File: src/rtl/sigdel_cic_decimator.sv
// N-th order CIC (sinc^N) decimator for a 1-bit sigma-delta stream, power-of-two ratio.
// Optional start-up transient suppression: define SIGDEL_DECIM_WARMUP_EN.
module sigdel_cic_decimator #(
   parameter int order           = 3,
   parameter int decim_log2      = 6,
   parameter int output_bitwidth = 24
) (
   input  logic                              mod_clock,
   input  logic                              reset,
   input  logic                              bit_en,
   input  logic                              bit_in,
   output logic signed [output_bitwidth-1:0] data_out,
   output logic                              data_valid
);

   localparam int W  = order * decim_log2 + 2;
   localparam int S  = output_bitwidth - 1 - order * decim_log2;
   localparam int SL = (S > 0) ? S : 0;
   localparam int SR = (S < 0) ? -S : 0;
   localparam int EW = W + SL + output_bitwidth;

   // Align the comb result to output full scale, then clip; only +R^N can exceed the range.
   function automatic logic signed [output_bitwidth-1:0] scale_sat(input logic signed [W-1:0] v);
      logic signed [EW-1:0] ext;
      logic signed [EW-1:0] maxv;
      logic signed [EW-1:0] minv;
      ext  = {{(EW-W){v[W-1]}}, v};
      ext  = (ext <<< SL) >>> SR;
      maxv = '0;
      maxv[output_bitwidth-2:0] = '1;
      minv = ~maxv;
      if (ext > maxv)
         return maxv[output_bitwidth-1:0];
      else if (ext < minv)
         return minv[output_bitwidth-1:0];
      else
         return ext[output_bitwidth-1:0];
   endfunction

   logic signed [W-1:0] x_in;
   assign x_in = bit_in ? {{(W-1){1'b0}}, 1'b1} : {W{1'b1}};

   // Integrator stage: sums chain combinationally so the last stage includes the current bit
   genvar k;
   for (k = 0; k < order; k++) begin : g_int
      logic signed [W-1:0] acc;
      logic signed [W-1:0] sum;
      if (k == 0) begin : g_first
         assign sum = acc + x_in;
      end else begin : g_rest
         assign sum = acc + g_int[k-1].sum;
      end
      always_ff @(posedge mod_clock) begin
         if (reset)
            acc <= '0;
         else if (bit_en)
            acc <= sum;
      end
   end

   logic [decim_log2-1:0] phase;
   logic                  strobe;
   logic signed [W-1:0]   stage_p [order+1];
   logic signed [W-1:0]   dly [order];
   logic [order:0]        vld_p;

   assign strobe = bit_en && (phase == '1);

   // Decimation register (p0) and comb stages p1..pN, each advancing with its token
   always_ff @(posedge mod_clock) begin
      if (reset) begin
         phase <= '0;
         vld_p <= '0;
         for (int i = 0; i <= order; i++) stage_p[i] <= '0;
         for (int i = 0; i < order; i++) dly[i] <= '0;
      end else begin
         if (bit_en) phase <= phase + 1'b1;
         vld_p[0] <= strobe;
         if (strobe) stage_p[0] <= g_int[order-1].sum;
         for (int i = 1; i <= order; i++) begin
            vld_p[i] <= vld_p[i-1];
            if (vld_p[i-1]) begin
               stage_p[i] <= stage_p[i-1] - dly[i-1];
               dly[i-1]   <= stage_p[i-1];
            end
         end
      end
   end

   logic emit;
`ifdef SIGDEL_DECIM_WARMUP_EN
   localparam int WCW = $clog2(order + 1);
   logic [WCW-1:0] warm_cnt;
   logic           warm_done;
   assign warm_done = (warm_cnt == WCW'(order));
   assign emit      = vld_p[order] && warm_done;

   always_ff @(posedge mod_clock) begin
      if (reset)
         warm_cnt <= '0;
      else if (vld_p[order] && !warm_done)
         warm_cnt <= warm_cnt + 1'b1;
   end
`else
   assign emit = vld_p[order];
`endif

   // Output stage
   always_ff @(posedge mod_clock) begin
      if (reset) begin
         data_out   <= '0;
         data_valid <= 1'b0;
      end else begin
         data_valid <= emit;
         if (emit) data_out <= scale_sat(stage_p[order]);
      end
   end

endmodule

File: config.mk
export PLATFORM = sky130hd
export DESIGN_NAME = sigdel_cic_decimator
export DESIGN_NICKNAME = d
export VERILOG_FILES = /design/src/rtl/sigdel_cic_decimator.sv
export SDC_FILE = /design/constraint.sdc
export NUM_CORES = 1
export LEC_CHECK = 0
export CORE_ASPECT_RATIO = 0.7
export CORE_UTILIZATION = 63
export DETAILED_ROUTE_END_ITERATION = 8
export PLACE_DENSITY = 0.91
export SLEW_MARGIN = 0
export SYNTH_ARGS = -nofsm -noshare
export SYNTH_HDL_FRONTEND = slang
export SYNTH_SLANG_ARGS = --single-unit
File: constraint.sdc
create_clock -name mod_clock -period 6.5 [get_ports mod_clock]
set_input_delay 0.65 -clock mod_clock [delete_from_list [all_inputs] [get_ports mod_clock]]
set_output_delay 0.65 -clock mod_clock [all_outputs]
set_load 0.03 [all_outputs]
After elaboration in Yosys (flattened, before gate mapping)
Memory sizes are Yosys's and may differ from the RTL's.
Index checks and enable logic that the tools add are counted.
W data, S select, Z words.
{"block": "op_classes", "n_eq_ne": 1, "n_shift": 0, "reduce_logical": 1, "add_sub_neg": 7, "n_bitwise": 7, "n_mul": 0, "n_lt_le_gt_ge": 2, "div": 0, "n_mux": 24}
{"operator": "$mux W20", "n": 8}
{"operator": "$add A20 B20 Y20", "n": 3}
{"operator": "$sub A20 B20 Y20", "n": 3}
{"operator": "$mux W24", "n": 2}
{"operator": "$gt A25 B24 Y1 const B", "n": 1}
{"operator": "$lt A25 B24 Y1 const B", "n": 1}
{"operator": "$mux W1", "n": 14}
{"operator": "$or A1 B1 Y1", "n": 7}
{"operator": "$add A6 B1 Y6 const B", "n": 1}
{"operator": "$eq A6 B6 Y1 const B", "n": 1}
{"operator": "$logic_and A1 B1 Y1", "n": 1}
{"block": "word_totals", "rom_bits": 0, "word_cells": 51, "output_inout_bits": 25, "register_bits": 95, "latch_bits": 0, "ramBits": 140, "mem_count": 2}
{"name": "stage_p", "depth": 4, "word_bits": 20, "read_ports": 4, "rd_clocked_by_memory_dff": 0, "wr": 4, "line_no": "63", "text": "logic signed [W-1:0] stage_p [order+1];"}
{"name": "dly", "depth": 3, "word_bits": 20, "read_ports": 3, "rd_clocked_by_memory_dff": 0, "wr": 3, "line_no": "64", "text": "logic signed [W-1:0] dly [order];"}

Depth between registers and ports, before layout
Gate-level depths: netlist (run 1).
{"block": "logic_depth", "word_depth": 6, "mapped_depth": 26, "depth_no_buf": 26}

Least setup slack after synthesis (run 1)
No wires, ideal clock.
{"block": "synth_timing", "kind": "input to register", "from": "in bit_in", "to": "reg g_int[2].acc[19]", "t_required_ns": 6.377, "setup_slack_ns": 0.738, "setup_ns": 0.123, "t_arrival_ns": 5.639, "cell_stages": 21, "cell_sequence": "inv_1 > ha_1 > a21o_1 > or3_1 > o21ai_0 > xnor2_1 > ha_1 > a2111oi_0 > a211o_1 > nand2_1 > xor2_1 > ha_1 > nand3_1 > or2_2 > nand3b_1 > a21boi_0 > o211ai_1 > a21oi_1 > nor3_1 > mux2_4 > mux2_1"}
{"block": "synth_between", "elab_chain_cells": 4}
{"item": "start: declaration", "line_no": "11", "text": "input logic bit_in,"}
{"item": "$mux W20", "line_no": "41", "text": "assign x_in = bit_in ? {{(W-1){1'b0}}, 1'b1} : {W{1'b1}};"}
{"item": "$add A20 B20 Y20", "line_no": "49", "text": "assign sum = acc + x_in;"}
{"item": "named net g_int[0].sum[7]", "line_no": "47", "text": "logic signed [W-1:0] sum;"}
{"item": "$add A20 B20 Y20", "line_no": "51", "text": "assign sum = acc + g_int[k-1].sum;"}
{"item": "named net g_int[1].sum[10]", "line_no": "47"}
{"item": "$add A20 B20 Y20", "line_no": "51"}
{"item": "end signal: assignment", "line_no": "57", "text": "acc <= sum;"}
{"item": "end: declaration", "line_no": "46", "text": "logic signed [W-1:0] acc;"}
The timed path passes the listed nets, and every way through them passes these cells.
A chain may end at the register's enable or synchronous reset.

Worst setup path in the final report (run 1)
Same ends and word-level chain as after synthesis.

==> results by group, run 1 <==
Timing
  – Minimum clock period: slightly above 6000 ps
  – Tightest Pin Transition: about 1100 ps
  – Highest Clock Rate: around 160 MHz
  – Clock Skews: between 15 and 20 ps
  – Slew Viols, Final: 0
  – Tcrit/Tclk final: 93.76%
  – Hold Vio Cnt, Final: 0
  – Slew HR: approximately a quarter
  – RSZ-0062 raised after global routing: false
  – # setup viols final: 0

Synth
  – Synth Warn #: 0
  – Post-Syn Area: around 14000 sq um
  – Syn Inst Count: approximately 1400
  – Number of enable flip-flop cells after synthesis: 140
  – Mean area per synthesized cell: just under 10 sq um
  – Syn Nets: 1514
  – Synth async-reset ratio: 0%
  – Post-synthesis sequential area ratio: between 40% and 50%
  – Yosys reg bits: around 230
  – Synth unique cells: between 60 and 70
  – Main synth FF type: edfxtp_1

Place
  – PortBufs: 28
  – DPL Wire Length: slightly below 20000 um
  – Placer Congestion: between 0.8 and 0.9

Setup path
  – Most frequent CP cell: a21oi_1
  – Crit-path cells: clkdlybuf4s50_1 > inv_1 > fa_1 > a21o_1 > a21oi_1 > o21bai_1 > a21oi_1 > xnor2_1 > ha_1 > a2111oi_1 > a211o_1 > nand2_1 > xor2_1 > ha_1 > nand3_1 > or2_2 > nand3b_1 > a21boi_0 > o211ai_1 > a21oi_1 > nor3_1 > mux2_4 > mux2_1
  – Endpoint class of the critical path: flop
  – R2R Setup Slk: 1000 ps
  – Crit-path max cell delay: ~530 ps
  – Setup CP Type: primary input to flop
  – Largest delay share family, worst path: compound AO/OA/AOI/OAI gates
  – Critical R2R Launch: g_int[0].acc[0]$_SDFFE_PP0P_
  – Worst path required time: between 6000 and 7000 ps
  – Crit Path Max Fanout: 8
  – Worst R2R Path Depth: 21
  – Crit path DAT: 6510 ps
  – RR Endpoint: g_int[2].acc[19]$_SDFFE_PP0P_
  – Crit-path slowest cell: clkdlybuf4s50_1
  – CP bufs+invs: 2
  – Crit start category: primary input

Final layout
  – Reg area: around 6000 sq um
  – Share of layout cells above drive strength 1: around 4.5%
  – Commonest cells after routing, fill and taps aside: 168 x nor2_1, 140 x edfxtp_1, 119 x ha_1
  – Layout Nets: approximately 1500
  – Multi-input logic area: 7037 sq um
  – N_diodes: 0
  – Fill cells: between 1000 and 1500
  – Area growth, synth to finish: 9.039%
  – Commonest non-fill, non-tap cell in the layout: nor2_1
  – Final core occ: 70.85%

Clock network
  – Post-CTS Setup Bufs: 0
  – CTS tree: done
  – Hold-fix buffers, CTS: 0
  – Clock sink count: about 230
  – Root Driver: clkbuf_16
  – Reg clk slew, reported paths: 60 ps
  – Cts repair resizes: 0
  – H-tree levels: 1
  – Clock latency on the worst-skew pair: 530 ps
  – Clock Path Buffers: 3
  – Num CTS Buffers: 23

Global route
  – Global route overflow: 0
  – Tot GR Track Use: a little over a quarter
  – Initial antenna violation count: 0
  – Largest net degree at the start of global routing: between 90 and 100
  – Vias in the first global route: 10030
  – Global-route wire length before repair: 48330 um

Hold path
  – Hold path start: data_out[8]$_SDFFE_PP0P_
  – Hold Path End: data_out[8]$_SDFFE_PP0P_
  – Hold path depth: 2
  – Worst hold-check path type: flop to flop

Pwr
  – LEAKAGE: 6.424 nW
  – Pwr/cell area: 384.5 nW/um^2
  – Final Power: roughly 5.7 mW
  – Maximum VDD drop: roughly 0.00024 V

Route
  – # DRC: 0
  – Routed len/inst: 17.09 um
  – Post-Route WL: roughly 29000 um
  – Via count: between 10000 and 15000
  – Via density: between 6 and 7
  – TritonRoute pass-1 iters: 5
  – Initial DRC count: about 900
  – Detail Route Antenna Nets: 0

Floorplanning
  – Die Y: about 120 um
  – Die Area: 22180 sq um
  – Io pins: 29
  – Core Rows: 44
  – Core area: approximately 21000 sq um
  – Initial Util: ~65%
  – Die width: approximately 180 um

Job
  – Number of max-cap violations: 0

Outcome
  – Outcome: complete, no violations
## state kept, by name, indices dropped and copies added, names as in the netlist
name / flops
phase: 6
stage_p: 80
dly: 60
g_int.acc: 60
data_out: 20
vld_p: 4
data_valid: 1
## routing by layer
metal / vias to the layer above / GRT usage [%] / routed length [um]
li1: 4917 / - / -
met1: 4950 / 37.30 / 13180
met2: 369 / 43.38 / 13250
met3: 61 / 3.358 / 1822
met4: 0 / 7.441 / 701
met5: - / 0 / 0
## worst max path at each step
stage / startpoint / endpoint / slack (ps) / cells after the start
floorplan: bit_in / g_int[2].acc[19]$_SDFFE_PP0P_ / 740 / 21
CTS: bit_in / g_int[2].acc[19]$_SDFFE_PP0P_ / 410 / 22
global route: bit_in / g_int[2].acc[19]$_SDFFE_PP0P_ / 30 / 23
detailed placement: bit_in / g_int[2].acc[19]$_SDFFE_PP0P_ / -90 / 22
global placement: bit_in / g_int[2].acc[19]$_SDFFE_PP0P_ / 90 / 22
finish: bit_in / g_int[2].acc[19]$_SDFFE_PP0P_ / 410 / 23
## power breakdown
part / total (mW) / internal [mW] / leakage (nW) / switching, mW
combinational: 2.57 / 1.10 / 4.00 / 1.48
clock: 1.32 / 0.752 / 0.350 / 0.568
sequential: 1.81 / 1.71 / 2.07 / 0.0963
## synth_stat cells, drive strengths merged, types with 12 or more instances
cell    number  area share, %
a21o        30            1.7
a21oi      100            3.7
a31oi       13           0.60
and2        77            3.5
clkbuf      35           0.97
dfxtp       91             13
edfxtp     140             31
ha         119             11
inv         93            2.6
mux2i       49            3.6
nand2       62            1.7
nand2b      13           0.60
nor2       169            4.7
nor2b       18           0.83
nor3        56            2.1
nor3b       12           0.66
o21ai       56            2.1
or2         12           0.55
xnor2       53            3.5
xor2        41            2.6
## cell families (layout without fill, tap and decap cells)
group	after synthesis	after routing	share of synthesized area (%)
buffers and inverters	139	172	3.949
multiplexers	51	51	3.802
XOR/XNOR	96	96	6.443
AND/OR/NAND/NOR	472	472	17.21
flip-flops	231	231	44.33
adder cells (fa/ha/maj)	125	125	11.84
AO/OA/AOI/OAI	271	271	12.43
## stage by stage
stage / TNS (ps) / hold slack [ps] / setup WS (ps) / cells / instance area, sq um
2_1_floorplan: 0 / 458.4 / 737.6 / 1385 / 13590
3_3_place_gp: 0 / 463.6 / 90.79 / 1652 / 14100
3_5_place_dp: -86.40 / 467.7 / -86.40 / 1652 / 14100
4_1_cts: 0 / 471.5 / 409.4 / 1694 / 14820
5_1_grt: 0 / 506.2 / 29.17 / 1694 / 14820
6_report: 0 / 477.6 / 405.6 / 1694 / 14820
## worst min-delay path, cell delays in order (launching register included)
cell	delay [ps]
dfxtp_1	310
nor2_1	80
nor3_1	40
## layout make-up
type                            count  area share [%]
Multi-Input combinational cell   1015           47.48
Sequential cell                   231           40.66
Clock buffer                       33           4.229
Inverter                           93           2.355
Tap cell                          276           2.330
Timing Repair Buffer               37           2.296
Clock inverter                      9          0.6585
Note: power is estimated with default switching activity, not from simulation.
==> run 2, diff against run 1 <==
--- a/config.mk
+++ b/config.mk
@@ -9,7 +9,6 @@
 export CORE_UTILIZATION = 63
 export DETAILED_ROUTE_END_ITERATION = 8
 export PLACE_DENSITY = 0.91
-export SLEW_MARGIN = 0
 export SYNTH_ARGS = -nofsm -noshare
 export SYNTH_HDL_FRONTEND = slang
 export SYNTH_SLANG_ARGS = --single-unit
==> results of run 2 <==
The final DEF is identical to that of run 1; final timing and power are the same.
